`config.mk`:
```
export PLATFORM = sky130hd
export DESIGN_NAME = clk_gate_ctrl_flat
export DESIGN_NICKNAME = d
export VERILOG_FILES = /design/src/rtl/clk_gate_pkg.sv /design/src/rtl/clk_gate_ctrl_if.sv /design/src/rtl/clk_gate_cell.sv /design/src/rtl/clk_gate_ctrl.sv /design/src/flat_wrapper.sv
export SDC_FILE = /design/constraint.sdc
export NUM_CORES = 1
export LEC_CHECK = 0
export CAP_MARGIN = 20
export CORE_ASPECT_RATIO = 1.75
export CORE_MARGIN = 3
export CORE_UTILIZATION = 35
export CTS_BUF_LIST = sky130_fd_sc_hd__clkbuf_8
export DETAILED_ROUTE_END_ITERATION = 12
export SYNTH_ARGS = -nofsm -noshare
export SYNTH_HDL_FRONTEND = slang
export SYNTH_SLANG_ARGS = --single-unit
```
`constraint.sdc`:
```
create_clock -name CK -period 1.8 [get_ports CK]
set_input_delay 0.27 -clock CK [delete_from_list [all_inputs] [get_ports CK]]
set_output_delay 0.27 -clock CK [all_outputs]
set_load 0.02 [all_outputs]
```
`src/rtl/clk_gate_pkg.sv`:
```
// Shared types and limits for the per-channel clock-gating controller.
package clk_gate_pkg;
  typedef enum logic [1:0] {
    ST_RUN   = 2'd0,
    ST_COUNT = 2'd1,
    ST_GATED = 2'd2,
    ST_WAKE  = 2'd3
  } cg_state_e;

  localparam int NCH_MIN      = 1;
  localparam int NCH_MAX      = 16;
  localparam int WAKE_CYC_MIN = 1;
  localparam int WAKE_CYC_MAX = 15;
  localparam int WAKE_W       = 4;
endpackage

```
`src/rtl/clk_gate_ctrl_if.sv`:
```
// Control/status bundle between the integrating logic and clk_gate_ctrl.
interface clk_gate_ctrl_if #(
  parameter int NCH    = 4,
  parameter int IDLE_W = 4
);
  logic [NCH-1:0]    auto_en;
  logic [NCH-1:0]    busy;
  logic [IDLE_W-1:0] idle_thresh;
  logic [NCH-1:0]    wake_req;
  logic [NCH-1:0]    wake_ack;
  logic [NCH-1:0]    GCK;
  logic [NCH-1:0]    gated;

  modport master (
    output auto_en, busy, idle_thresh, wake_req,
    input  wake_ack, GCK, gated
  );

  modport slave (
    input  auto_en, busy, idle_thresh, wake_req,
    output wake_ack, GCK, gated
  );
endinterface

```
`src/rtl/clk_gate_cell.sv`:
```
// Latch-based glitch-free clock gate: enable captured while clock is low,
// forced open during reset so downstream logic sees a running clock.
module clk_gate_cell (
  input  logic clk_i,
  input  logic rst_i,
  input  logic se_i,
  input  logic en_i,
  output logic gck_o
);
  logic en_l;

  always_latch begin
    if (rst_i)       en_l <= 1'b1;
    else if (!clk_i) en_l <= en_i | se_i;
  end

  assign gck_o = clk_i & en_l;
endmodule

```
`src/rtl/clk_gate_ctrl.sv`:
```
// Per-channel idle auto-gating controller with wake handshake; each channel
// owns an independent RUN/COUNT/GATED/WAKE FSM and a clk_gate_cell.
module clk_gate_ctrl
  import clk_gate_pkg::*;
#(
  parameter int NCH      = 4,
  parameter int IDLE_W   = 4,
  parameter int WAKE_CYC = 2
) (
  input  logic            CK,
  input  logic            RST,
  input  logic            SE,
  clk_gate_ctrl_if.slave  bus
);
  if (NCH < NCH_MIN || NCH > NCH_MAX) begin : g_bad_nch
    $error("clk_gate_ctrl: NCH out of range");
  end
  if (WAKE_CYC < WAKE_CYC_MIN || WAKE_CYC > WAKE_CYC_MAX) begin : g_bad_wake
    $error("clk_gate_ctrl: WAKE_CYC out of range");
  end

  localparam logic [WAKE_W-1:0] WAKE_END = WAKE_W'(WAKE_CYC);

  logic [NCH-1:0] gck, ack, gtd;

  for (genvar c = 0; c < NCH; c++) begin : g_ch
    cg_state_e         st_q, st_d;
    logic [IDLE_W-1:0] cnt_q, cnt_d, cnt_nxt;
    logic [WAKE_W-1:0] wcnt_q, wcnt_d;
    logic              ack_q, ack_d, srv_q, srv_d, gated_q, idle, en;

    // cnt_q is 0 in RUN, so the same increment yields the first idle count
    assign cnt_nxt = (cnt_q == '1) ? cnt_q : cnt_q + 1'b1;
    assign idle    = !bus.wake_req[c] && !bus.busy[c] && bus.auto_en[c];
    assign en      = (st_q != ST_GATED);

    always_ff @(posedge CK or posedge RST) begin
      if (RST) begin
        st_q    <= ST_RUN;
        cnt_q   <= '0;
        wcnt_q  <= '0;
        ack_q   <= 1'b0;
        srv_q   <= 1'b0;
        gated_q <= 1'b0;
      end else begin
        st_q    <= st_d;
        cnt_q   <= cnt_d;
        wcnt_q  <= wcnt_d;
        ack_q   <= ack_d;
        srv_q   <= srv_d;
        gated_q <= (st_d == ST_GATED);
      end
    end

    always_comb begin
      st_d   = st_q;
      cnt_d  = cnt_q;
      wcnt_d = wcnt_q;
      ack_d  = 1'b0;
      unique case (st_q)
        ST_RUN, ST_COUNT: begin
          st_d  = ST_RUN;
          cnt_d = '0;
          if (bus.wake_req[c]) begin
            ack_d = !srv_q;
          end else if (idle && (st_q == ST_COUNT || bus.idle_thresh != '0)) begin
            // gate on the edge that samples the idle_thresh-th idle cycle
            if (cnt_nxt == bus.idle_thresh) begin
              st_d = ST_GATED;
            end else begin
              st_d  = ST_COUNT;
              cnt_d = cnt_nxt;
            end
          end
        end
        ST_GATED: begin
          if (bus.wake_req[c] || bus.busy[c]) begin
            st_d   = ST_WAKE;
            wcnt_d = WAKE_W'(1);
          end
        end
        ST_WAKE: begin
          if (wcnt_q == WAKE_END) begin
            st_d  = ST_RUN;
            ack_d = 1'b1;
          end else begin
            wcnt_d = wcnt_q + 1'b1;
          end
        end
        default: st_d = ST_RUN;
      endcase
      // one ack per request episode: re-armed only once wake_req drops
      srv_d = bus.wake_req[c] ? (srv_q | ack_d) : 1'b0;
    end

    clk_gate_cell u_cell (
      .clk_i (CK),
      .rst_i (RST),
      .se_i  (SE),
      .en_i  (en),
      .gck_o (gck[c])
    );

    assign ack[c] = ack_q;
    assign gtd[c] = gated_q;
  end

  assign bus.GCK      = gck;
  assign bus.wake_ack = ack;
  assign bus.gated    = gtd;
endmodule
```
`src/flat_wrapper.sv`:
```
// flat-port wrapper written by rule: the top's interface ports become plain ports
module clk_gate_ctrl_flat import clk_gate_pkg::*;
#(
  parameter int NCH      = 4,
  parameter int IDLE_W   = 4,
  parameter int WAKE_CYC = 2
)
  (CK, RST, SE, bus_auto_en, bus_busy, bus_idle_thresh, bus_wake_req, bus_wake_ack, bus_GCK, bus_gated);
  clk_gate_ctrl_if #(.NCH(NCH), .IDLE_W(IDLE_W)) bus_i ();
  input  logic CK;
  input  logic RST;
  input  logic SE;
  input wire logic [$bits(bus_i.auto_en)-1:0] bus_auto_en;
  input wire logic [$bits(bus_i.busy)-1:0] bus_busy;
  input wire logic [$bits(bus_i.idle_thresh)-1:0] bus_idle_thresh;
  input wire logic [$bits(bus_i.wake_req)-1:0] bus_wake_req;
  output wire logic [$bits(bus_i.wake_ack)-1:0] bus_wake_ack;
  output wire logic [$bits(bus_i.GCK)-1:0] bus_GCK;
  output wire logic [$bits(bus_i.gated)-1:0] bus_gated;
  assign bus_i.auto_en = bus_auto_en;
  assign bus_i.busy = bus_busy;
  assign bus_i.idle_thresh = bus_idle_thresh;
  assign bus_i.wake_req = bus_wake_req;
  assign bus_wake_ack = bus_i.wake_ack;
  assign bus_GCK = bus_i.GCK;
  assign bus_gated = bus_i.gated;
  clk_gate_ctrl #(.NCH(NCH), .IDLE_W(IDLE_W), .WAKE_CYC(WAKE_CYC)) u_core (.CK(CK), .RST(RST), .SE(SE), .bus(bus_i));
endmodule
```
==> results of run 1 <==
kinds of logic after synthesis:
kind of cell | count (synthesis)
muxes | 5
buffers and inverters | 47
latches | 4
DFF | 52
xor gates and xnor gates | 16
and+or+nand+nor | 137
AOI/OAI and AO/OA | 92
adders and majority gates | 12
per-stage QoR:
| step | instance area (µm²) | util [%] | cells | TNS (ns) | setup slack, ns |
|---|---|---|---|---|---|
| 3_5_place_dp | 4030 | 44.1 | 545 | -12.11 | -0.579 |
| 3_3_place_gp | 4030 | 44.1 | 545 | -11.99 | -0.586 |
| 4_1_cts | 4560 | 49.8 | 583 | -3.00 | -0.866 |
| 2_1_floorplan | 3340 | - | 365 | -0.317 | -0.0903 |
synth_stat cells, types with 7 or more instances:
library cell | count | share of area (%)
nor2_1 | 22 | 2.5
buf_4 | 14 | 3.2
ha_1 | 12 | 4.5
a31oi_1 | 12 | 2.3
nand2b_1 | 11 | 2.1
and3_1 | 10 | 1.9
o21ai_0 | 18 | 2.7
a22o_1 | 8 | 2.1
and2_1 | 8 | 1.5
nand3b_1 | 12 | 2.7
nand2_1 | 31 | 3.5
a21oi_1 | 22 | 3.3
inv_1 | 20 | 2.3
dfrtp_1 | 52 | 39
nand3_1 | 15 | 2.3
xor2_1 | 7 | 1.8
xnor2_1 | 9 | 2.4
routing by layer:
metal,GRT overflow,global-route usage (%)
met4,131056,12500
met5,0,0
met2,0,30.4
met3,131047,8750
met1,0,19.6
repair_timing:
action / 4_1_cts
hold buffers: 1
setup buffers: 17
setup endpoints to repair: 27
pin swaps: 15
resized for setup: 50
gates cloned: 0
hold endpoints to repair: 1
==> run metrics, run 1 <==
IO Count 31; total track usage 3640%; die width 79.6 µm; Die Y 135 µm; status stopped before the end; synthesized flop and latch total 56; Ys Warns 0; Port Buffers 30; mux cell area share after synthesis 1.51%; top_reg_cell synth dfrtp_1; grt total ovfl 262,103; main combinational cell family by area after synthesis simple AND/OR/NAND/NOR gates; Failed at global routing; syn avg cell area 9.09 µm²; Syn Std Cell Area 0.00332 mm²; post-detail-place hpwl 5640 µm; EDFF count, synth 0; num rows 46; Unique masters post-synth 52; Synth Instances 365; Post-Synth Adder-Cell Area 4.52%; GP Congestion 0.778; Run Error [ERROR GRT-0232] Routing congestion too high. Check the congestion heatmap in the GUI.; Initial Utilization 36.3%; Synth Area in Simple Gates 22.4%; Synth async-reset ratio 92.9%; Post-Synth XOR/XNOR Area 4.22%; worst_ep grt bus_GCK[2]; largest net degree at the start of global routing 27; Synth Area in Compound Gates 18.8%; Post-Syn Nets 396; WEP type output port
==> run 2, diff against run 1 <==
Settings changed: CORE_ASPECT_RATIO 1.75 to not set, CORE_UTILIZATION 35 to 20, CTS_BUF_LIST sky130_fd_sc_hd__clkbuf_8 to not set, PLACE_DENSITY_LB_ADDON set to 0.15.
Clock period 1.8 ns to 2.3 ns, I/O delays scaled along.
==> run 2 against run 1 <==
Against the previous run:
- the flow now finishes, with violations (setup timing)
- area after synthesis is the same
- synthesized cell count is the same
==> run metrics, run 2 <==
failing checks setup timing; commonest cells in the synthesized netlist dfrtp_1, nand2_1, a21oi_1, nor2_1, inv_1; nets 447; synth top area cells dfrtp_1, ha_1, nand2_1, a21oi_1, buf_4; share of layout cells above drive strength 1 15.8%; grt total ovfl 0; top_reg_cell synth dfrtp_1; Clock Pin Slew Worst Setup and Hold Paths 0.07 ns; EDFF count, synth 0 (unchanged); status finished with violations; Initial Utilization 20.7% (-16 points); placed standard-cell area 0.00392 mm² (-2.9%); synthesized flop and latch total 56 (unchanged); Final ANT Viol Nets 0; num rows 46 (unchanged); Max Cap Viol 0; DR pass1 iterations 4; Top Registers u_core.g_ch.cnt_q x16, u_core.g_ch.wcnt_q x16, u_core.g_ch.st_q x8; Crit. End Element output port; via count 2,745; Post-Syn Nets 396 (unchanged); Final WS setup -0.246 ns; Die Y 135 µm (unchanged); CP arrival 2.20 ns; postcts setup bufs 0 (-17); Final Hold Viols 0; DR DRC count 0; wirelength, routed 8030 µm; Setup CP Type latch to output port; global-route wire length before repair 13,500 µm; initial DRC count 90; maximum fanout along the worst path 1; pwr/cell area 1110 mW/mm²; worst-skew pair later-pin latency 0.52 ns; commonest non-fill, non-tap cell in the layout dfrtp_1; hold crit path type primary input to flip-flop; Ys Warns 0 (unchanged); final setup vio count 8; per-cell routed wire length 12.7 µm; Area Overhead vs Synth 33.1%; DR vias/cell 4.34; Port Buffers 30 (unchanged); Startpoint Class latch; Synth Instances 365 (unchanged); die area 0.0182 mm²; largest net degree at the start of global routing 28; GP Congestion 0.750 (-3.5%); leak pwr 1.88 nW; TritonCTS clock tree yes; Synth area leader dfrtp_1; Syn Std Cell Area 0.00332 mm² (unchanged); final std cell area, no fill 0.00442 mm²; Yosys top cell area share 39.2% (unchanged); syn avg cell area 9.09 µm² (unchanged); R2R setup slack 0.19 ns; total track usage 9.75%; core box area 0.0161 mm²; post-detail-place hpwl 5710 µm (+1.1%); unrepaired setup endpoints after global routing yes; most common cell in the synthesized netlist dfrtp_1; IO Count 31 (unchanged); Slew Limit Fails 0; # fillers 1,675; Worst Skew 0.0542 ns; Max-slew headroom 63.8%; Unique masters post-synth 52 (unchanged); Synth async-reset ratio 92.9% (unchanged); Data required, critical path 1.96 ns; commonest cells after routing, fill and taps aside dfrtp_1, nand2_1, buf_4; Antenna Diode Count 0; initial antenna violation count 0; die width 135 µm (+69%); Max VDD drop 0.000450 V; number of global-route vias before repair 2,743; measured slew at the worst slew-check pin 0.542 ns; Min Hold Slack 0.442 ns
[run 2: cell counts after synthesis]
Identical to the previous run, type by type.
[run 2: critical path, stage by stage (launching register included)]
cell	delay, ns
dlxtp_1	0.31
and2_4	0.15
buf_6	0.11
[run 2: cell type report]
class                   instances  area [µm²]  area share (%)
multi-input cells             262        1720            38.9
clock inverters                 1        17.5           0.396
repair buffers                 55         478            10.8
inverters                      20        75.1            1.70
well taps                     216         270            6.12
clock buffers                  23         498            11.3
flip-flops and latches         56        1360            30.8
[run 2: worst paths after layout]
| kind | startpoint | endpoint | cells after the start |
|---|---|---|---|
| min in group gated | RST | clock gate | 5 |
| max | u_core.g_ch[1].u_cell.en_l | bus_GCK[1] | 2 |
| max in group gated | RST | clock gate | 5 |
| min reg2reg | u_core.g_ch[0].st_q[1] | u_core.g_ch[0].u_cell.en_l | 1 |
| min in group asynchronous | RST | u_core.g_ch[3].cnt_q[3] | 5 |
| max reg2reg | u_core.g_ch[2].cnt_q[1] | u_core.g_ch[2].cnt_q[1] | 7 |
| max in group asynchronous | RST | u_core.g_ch[1].wcnt_q[1] | 5 |
| min | bus_wake_req[0] | u_core.g_ch[0].srv_q | 2 |
[run 2: logic make-up after synthesis]
group,Yosys count,share of synthesized area (%)
AO/OA/AOI/OAI,92,18.8
XOR/XNOR,16,4.22
adder cells (fa/ha/maj),12,4.52
buffers and inverters,47,7.54
flip-flops,52,39.2
latches,4,1.81
multiplexers,5,1.51
AND/OR/NAND/NOR,137,22.4
[run 2: per-layer routing]
metal	vias up	wire, µm	GRT usage (%)	part of all wire, %
li1	1382	-	-	-
met1	1302	3900	11.9	49
met2	47	3550	13.8	44
met3	14	430	5.25	5.4
met4	0	144	5.20	1.8
met5	-	0	0	0
[run 2: power breakdown]
part | switching (mW) | leakage [nW] | total [mW] | internal (mW)
Sequential | 0.266 | 0.708 | 1.47 | 1.20
Clock | 0.677 | 0.285 | 2.20 | 1.52
Combinational | 0.658 | 0.886 | 1.24 | 0.579
[run 2: stage by stage]
step / worst slack, ns / util [%] / total power, mW / setup TNS, ns / cells
after floorplan: 0.277 / - / 2.62 / 0 / 365
after global placement: -0.178 / 24.4 / 3.02 / -1.72 / 611
after detailed placement: -0.225 / 24.4 / 3.02 / -1.93 / 611
after CTS: -0.265 / 27.5 / 5.02 / -0.937 / 632
after global routing: -0.287 / 27.5 / 5.27 / -1.02 / 633
final: -0.246 / 27.5 / 4.91 / -0.868 / 633
[run 2: what timing repair did]
action / 4_1_cts / 5_1_grt
resized for setup: 28 / 0
endpoints found under the setup margin: 8 / 8
cloned: 0 / 0
hold endpoints to repair: 1 / 0
hold buffers: 1 / 0
pin swaps: 3 / 0
Note: power is estimated with default switching activity, not from simulation.
==> run 3, diff against run 2 <==
Clock period 2.3 ns to 2.85 ns, I/O delays scaled along.
==> run 3 against run 2 <==
Against the previous run:
- the flow still finishes with violations (setup timing)
- worst hold slack worse by 0.24 ns
- sequential power decreased by 16%
- clock power shrank 15%
- count of clock-buffer cells in the layout did not move
- critical path depth stayed put
- clock skew is 0.0091 ns higher
- critical endpoint unchanged
- largest power group unchanged
- die area did not move
- final area is 2.4% lower
- power shrank 19%
- register-to-register slack improved by 0.41 ns
- worst setup slack gained 0.20 ns
- core utilization decreased by 0.67 points
==> run metrics, run 3 (synthesized netlist as in run 2, its figures left out) <==
commonest cells after routing, fill and taps aside dfrtp_1, nand2_1, clkdlybuf4s50_1; post-detail-place hpwl 5460 µm (-4.4%); measured slew at the worst slew-check pin 0.588 ns (+0.0465 ns); unrepaired setup endpoints after global routing yes; final setup vio count 6 (-2); Final WS setup -0.0428 ns (+0.203 ns); die width 135 µm (unchanged); IO Count 31 (unchanged); initial antenna violation count 0 (unchanged); TritonCTS clock tree yes; DR DRC count 0 (unchanged); nets 430 (-3.8%); maximum fanout along the worst path 1 (unchanged); Slew Limit Fails 0 (unchanged); Final ANT Viol Nets 0 (unchanged); postcts setup bufs 0 (unchanged); Data required, critical path 2.42 ns (+0.46 ns); CP arrival 2.47 ns (+0.27 ns); share of layout cells above drive strength 1 11.8% (-4.0 points); Top Registers u_core.g_ch.cnt_q x16, u_core.g_ch.wcnt_q x16, u_core.g_ch.st_q x8; status finished with violations; largest net degree at the start of global routing 54 (+93%); initial DRC count 144 (+60%); Max Cap Viol 0 (unchanged); Area Overhead vs Synth 29.9%; hold crit path type primary input to clock gate; grt total ovfl 0 (unchanged); r2r worst-path depth 6 (-1); Max VDD drop 0.000348 V (-23%); worst-skew pair later-pin latency 0.53 ns (about the same); setup_tns -0.0903 ns (+0.777 ns); failing checks setup timing; pwr/cell area 927 mW/mm² (-17%); global-route wire length before repair 13,600 µm (+0.41%); leak pwr 1.80 nW (-4.2%); Setup CP Type latch to output port; via count 2,748 (+0.11%); Final Hold Viols 0 (unchanged); final core utilization 26.8% (-0.67 points); hold-critical path depth 4 (+2); DR pass1 iterations 4 (unchanged); per-cell routed wire length 13.0 µm (+2.7%); DR vias/cell 4.48 (+3.2%); commonest non-fill, non-tap cell in the layout dfrtp_1; Max-slew headroom 60.2% (-3.6 points); Worst Skew 0.0633 ns (+0.00909 ns); num rows 46 (unchanged); Die Y 135 µm (unchanged); Startpoint Class latch; Port Buffers 30 (unchanged); Initial Utilization 20.7% (unchanged); GP Congestion 0.738 (-1.6%); total track usage 10.0% (+0.26 points); core box area 0.0161 mm² (unchanged); die area 0.0182 mm² (unchanged); number of global-route vias before repair 2,815 (+2.6%); Crit. End Element output port; Clock Pin Slew Worst Setup and Hold Paths 0.03 ns (-0.04 ns); Antenna Diode Count 0 (unchanged); wirelength, routed 8000 µm (-0.35%)
==> run 3: cell count changes in the layout (fill, tap and decap cells not counted) <==
cell and change:
clkbuf_8 -2, buf_12 +1, clkbuf_2 +1, buf_4 -20, buf_2 -1, clkbuf_16 +2
==> run 3: power by group <==
part           total (mW)  switching, mW  internal [mW]
registers            1.23          0.264          0.970
logic               0.893          0.472          0.422
clock network        1.87          0.576           1.29
total                4.00           1.31           2.68
==> run 3: path summary, 6_finish.rpt <==
kind	endpoint	start	slack, ns
setup / recovery	bus_GCK[1]	u_core.g_ch[1].u_cell.en_l	-0.04
hold / removal	clock gate	RST	0.20
setup reg to reg	u_core.g_ch[3].cnt_q[1]	u_core.g_ch[3].cnt_q[0]	0.60
hold reg to reg	u_core.g_ch[2].u_cell.en_l	u_core.g_ch[2].st_q[1]	0.48
max in group gated	clock gate	RST	1.15
max in group asynchronous	u_core.g_ch[1].wcnt_q[0]	RST	1.72
min in group CK	u_core.g_ch[2].u_cell.en_l	u_core.g_ch[2].st_q[1]	0.48
min in group asynchronous	u_core.g_ch[3].gated_q	RST	0.88
==> run 3: final cells by class <==
type | instances | area, µm²
Tap cell | 216 | 270
Clock inverter | 1 | 17.5
Sequential cell | 56 | 1360
Clock buffer | 23 | 520
Timing Repair Buffer | 36 | 348
Fill cell | 1704 | 11700
Inverter | 20 | 75.1
Multi-Input combinational cell | 262 | 1720
==> run 3: worst max-delay path: stages, from the launching register on <==
cell and delay (ns):
dlxtp_1 0.31, and2_4 0.15, buf_6 0.11
==> run 3: timing repair <==
item	CTS	global route
resized for setup	28	0
pin swaps	3	2
hold buffers	1	0
setup endpoints to repair	8	8
hold endpoints to repair	1	0
==> run 3: routing by layer <==
layer  part of all wire [%]  vias to the layer above  wire length [µm]  GRT usage [%]
met4                    3.8                        0               307           8.82
met3                    5.0                       25               402           4.58
met5                      0                        -                 0              0
li1                       -                     1358                 -              -
met2                     44                       63              3550           13.9
met1                     47                     1302              3740           11.4
==> run 3: per-stage QoR <==
stage	area [µm²]	hold slack [ns]	cells	power [mW]	setup slack (ns)
6_report	4310	0.198	614	4.00	-0.0428
5_1_grt	4310	0.258	614	4.29	-0.121
4_1_cts	4310	0.207	613	4.11	-0.0709
3_5_place_dp	3790	-0.214	592	2.39	0.0156
3_3_place_gp	3790	-0.226	592	2.38	0.0199
2_1_floorplan	3320	-0.364	365	2.11	0.470
==> run 4, diff against run 3 <==
Settings changed: PLACE_DENSITY set to 0.45, PLACE_DENSITY_LB_ADDON 0.15 to not set.
==> run 4 against run 3 <==
Against the previous run:
- the run still ends with setup timing left
- first-iteration DRC count is 23% lower
- clock power hardly changed
- sequential power hardly changed
- combinational power is 8.0% higher
- sequential cell count stayed put
- routed wire length is 3.2% lower
- count of clock-buffer cells in the layout is 1 higher
- non-clock buffer count is 2 higher
- critical endpoint unchanged
==> run metrics, run 4 (synthesized netlist as in run 2, its figures left out) <==
die width 135 µm (unchanged); DR vias/cell 4.42 (-1.3%); initial antenna violation count 0 (unchanged); final setup vio count 8 (+2); DR pass1 iterations 4 (unchanged); nets 432 (+0.47%); Area Overhead vs Synth 31.0%; GP Congestion 0.805 (+9.0%); unrepaired setup endpoints after global routing yes; per-cell routed wire length 12.5 µm (-4.0%); Max VDD drop 0.000398 V (+15%); Die Y 135 µm (unchanged); via count 2,734 (-0.51%); Max-slew headroom 59.2% (-1.0 points); met2 wire length 3670 µm (+3.3%); pwr/cell area 930 mW/mm² (+0.32%); delay-heaviest family, CP latches; grt total ovfl 0 (unchanged); # fillers 1,690 (-0.82%); Startpoint Class latch; Top Metal Used met4; final core utilization 27.1% (+0.24 points); number of global-route vias before repair 2,838 (+0.82%); Final WS setup -0.190 ns (-0.147 ns); commonest cells after routing, fill and taps aside dfrtp_1, nand2_1, clkdlybuf4s50_1; worst-path cell chain and2_4, buf_6; Slew Limit Fails 0 (unchanged); Worst Skew 0.0641 ns (+0.000854 ns); Final Power 4.04 mW (+1.2%); HP Start RST; DR WL met3 355 µm (-12%); Reg area 0.00136 mm² (unchanged); commonest non-fill, non-tap cell in the layout dfrtp_1; measured slew at the worst slew-check pin 0.604 ns (+0.0154 ns); DR DRC count 0 (unchanged); post-detail-place hpwl 5470 µm (+0.32%); met1 WL 3620 µm (-3.0%); Buffers & Inverters on Critical Path 1 (unchanged); share of layout cells above drive strength 1 12.9% (+1.1 points); status finished with violations; setup_tns -0.643 ns (-0.553 ns); die area 0.0182 mm² (unchanged); Final Hold Viols 0 (unchanged); Port Buffers 30 (unchanged); max incr delay on CP 0.32 ns (about the same); num rows 46 (unchanged); Crit. End Element output port; IO Count 31 (unchanged); failing checks setup timing; Initial Utilization 20.7% (unchanged); largest net degree at the start of global routing 31 (-43%); area of the multi-input gates 0.00172 mm² (unchanged); Max Cap Viol 0 (unchanged); leak pwr 1.82 nW (+1.4%); Data required, critical path 2.42 ns (about the same); CP arrival 2.61 ns (+0.14 ns); wirelength, routed 7740 µm (-3.2%); core box area 0.0161 mm² (unchanged); maximum fanout along the worst path 1 (unchanged); global-route wire length before repair 13,400 µm (-1.2%); Antenna Diode Count 0 (unchanged); Setup CP Type latch to output port; Crit-path slowest cell dlxtp_1; Min Hold Slack 0.0301 ns (-0.168 ns); CP startpoint u_core.g_ch[1].u_cell.en_l; worst-skew pair later-pin latency 0.58 ns (+0.05 ns); Final ANT Viol Nets 0 (unchanged); TritonCTS clock tree yes; hold crit path type primary input to clock gate; initial DRC count 111 (-23%); Worst R2R Start u_core.g_ch[2].cnt_q[0]; Clock Pin Slew Worst Setup and Hold Paths 0.03 ns (about the same); total track usage 9.46% (-0.54 points); Top Registers u_core.g_ch.cnt_q x16, u_core.g_ch.wcnt_q x16, u_core.g_ch.st_q x8
run 4: changes by cell type in the layout (fill, tap and decap cells not counted):
cell / change
buf_4: +2
clkbuf_8: +1
clkinv_2: +2
run 4: layout make-up:
cell class	instances	area share (%)
Sequential cell	56	31.3
Multi-Input combinational cell	262	39.5
Timing Repair Buffer	38	8.34
Clock buffer	24	12.3
Clock inverter	3	0.633
Inverter	20	1.73
Tap cell	216	6.21
run 4: power breakdown:
part	switching (mW)	internal (mW)
sequential	0.224	0.971
combinational	0.524	0.441
clock	0.559	1.33
run 4: timing repair:
| action | 4_1_cts | 5_1_grt |
|---|---|---|
| cloned | 0 | 0 |
| pin swaps | 4 | 1 |
| hold buffers | 1 | 0 |
| resized for setup | 27 | 1 |
| setup buffers | 0 | 0 |
| setup endpoints to repair | 8 | 8 |
| hold endpoints to repair | 1 | 0 |
run 4: routing by layer:
layer	GRT usage, %	vias up
li1	-	1362
met1	11.0	1307
met2	14.4	51
met3	4.43	14
met4	5.32	0
met5	0	-
run 4: path summary, 6_finish.rpt:
kind	to	slack [ns]	cells after the start
worst max register to register	u_core.g_ch[2].cnt_q[1]	0.64	7
max in group asynchronous	u_core.g_ch[3].wcnt_q[2]	1.42	4
worst max-delay path	bus_GCK[1]	-0.19	2
worst min register to register	u_core.g_ch[0].u_cell.en_l	0.41	1
min in group CK	u_core.g_ch[0].u_cell.en_l	0.41	1
min in group asynchronous	u_core.g_ch[1].ack_q	0.88	3
max in group gated	clock gate	1.22	3
worst min-delay path	clock gate	0.03	3
run 4: tightest hold or removal path: cells and delay by family:
family,cells,cell delay [ns]
buffers and inverters,3,1.30
run 4: per-stage QoR:
stage / setup slack [ns] / area, µm² / instances
floorplan: 0.470 / 3320 / 365
global placement: 0.0171 / 3800 / 594
detailed placement: 0.0178 / 3800 / 594
CTS: -0.201 / 4340 / 618
global route: -0.272 / 4350 / 619
finish: -0.190 / 4350 / 619
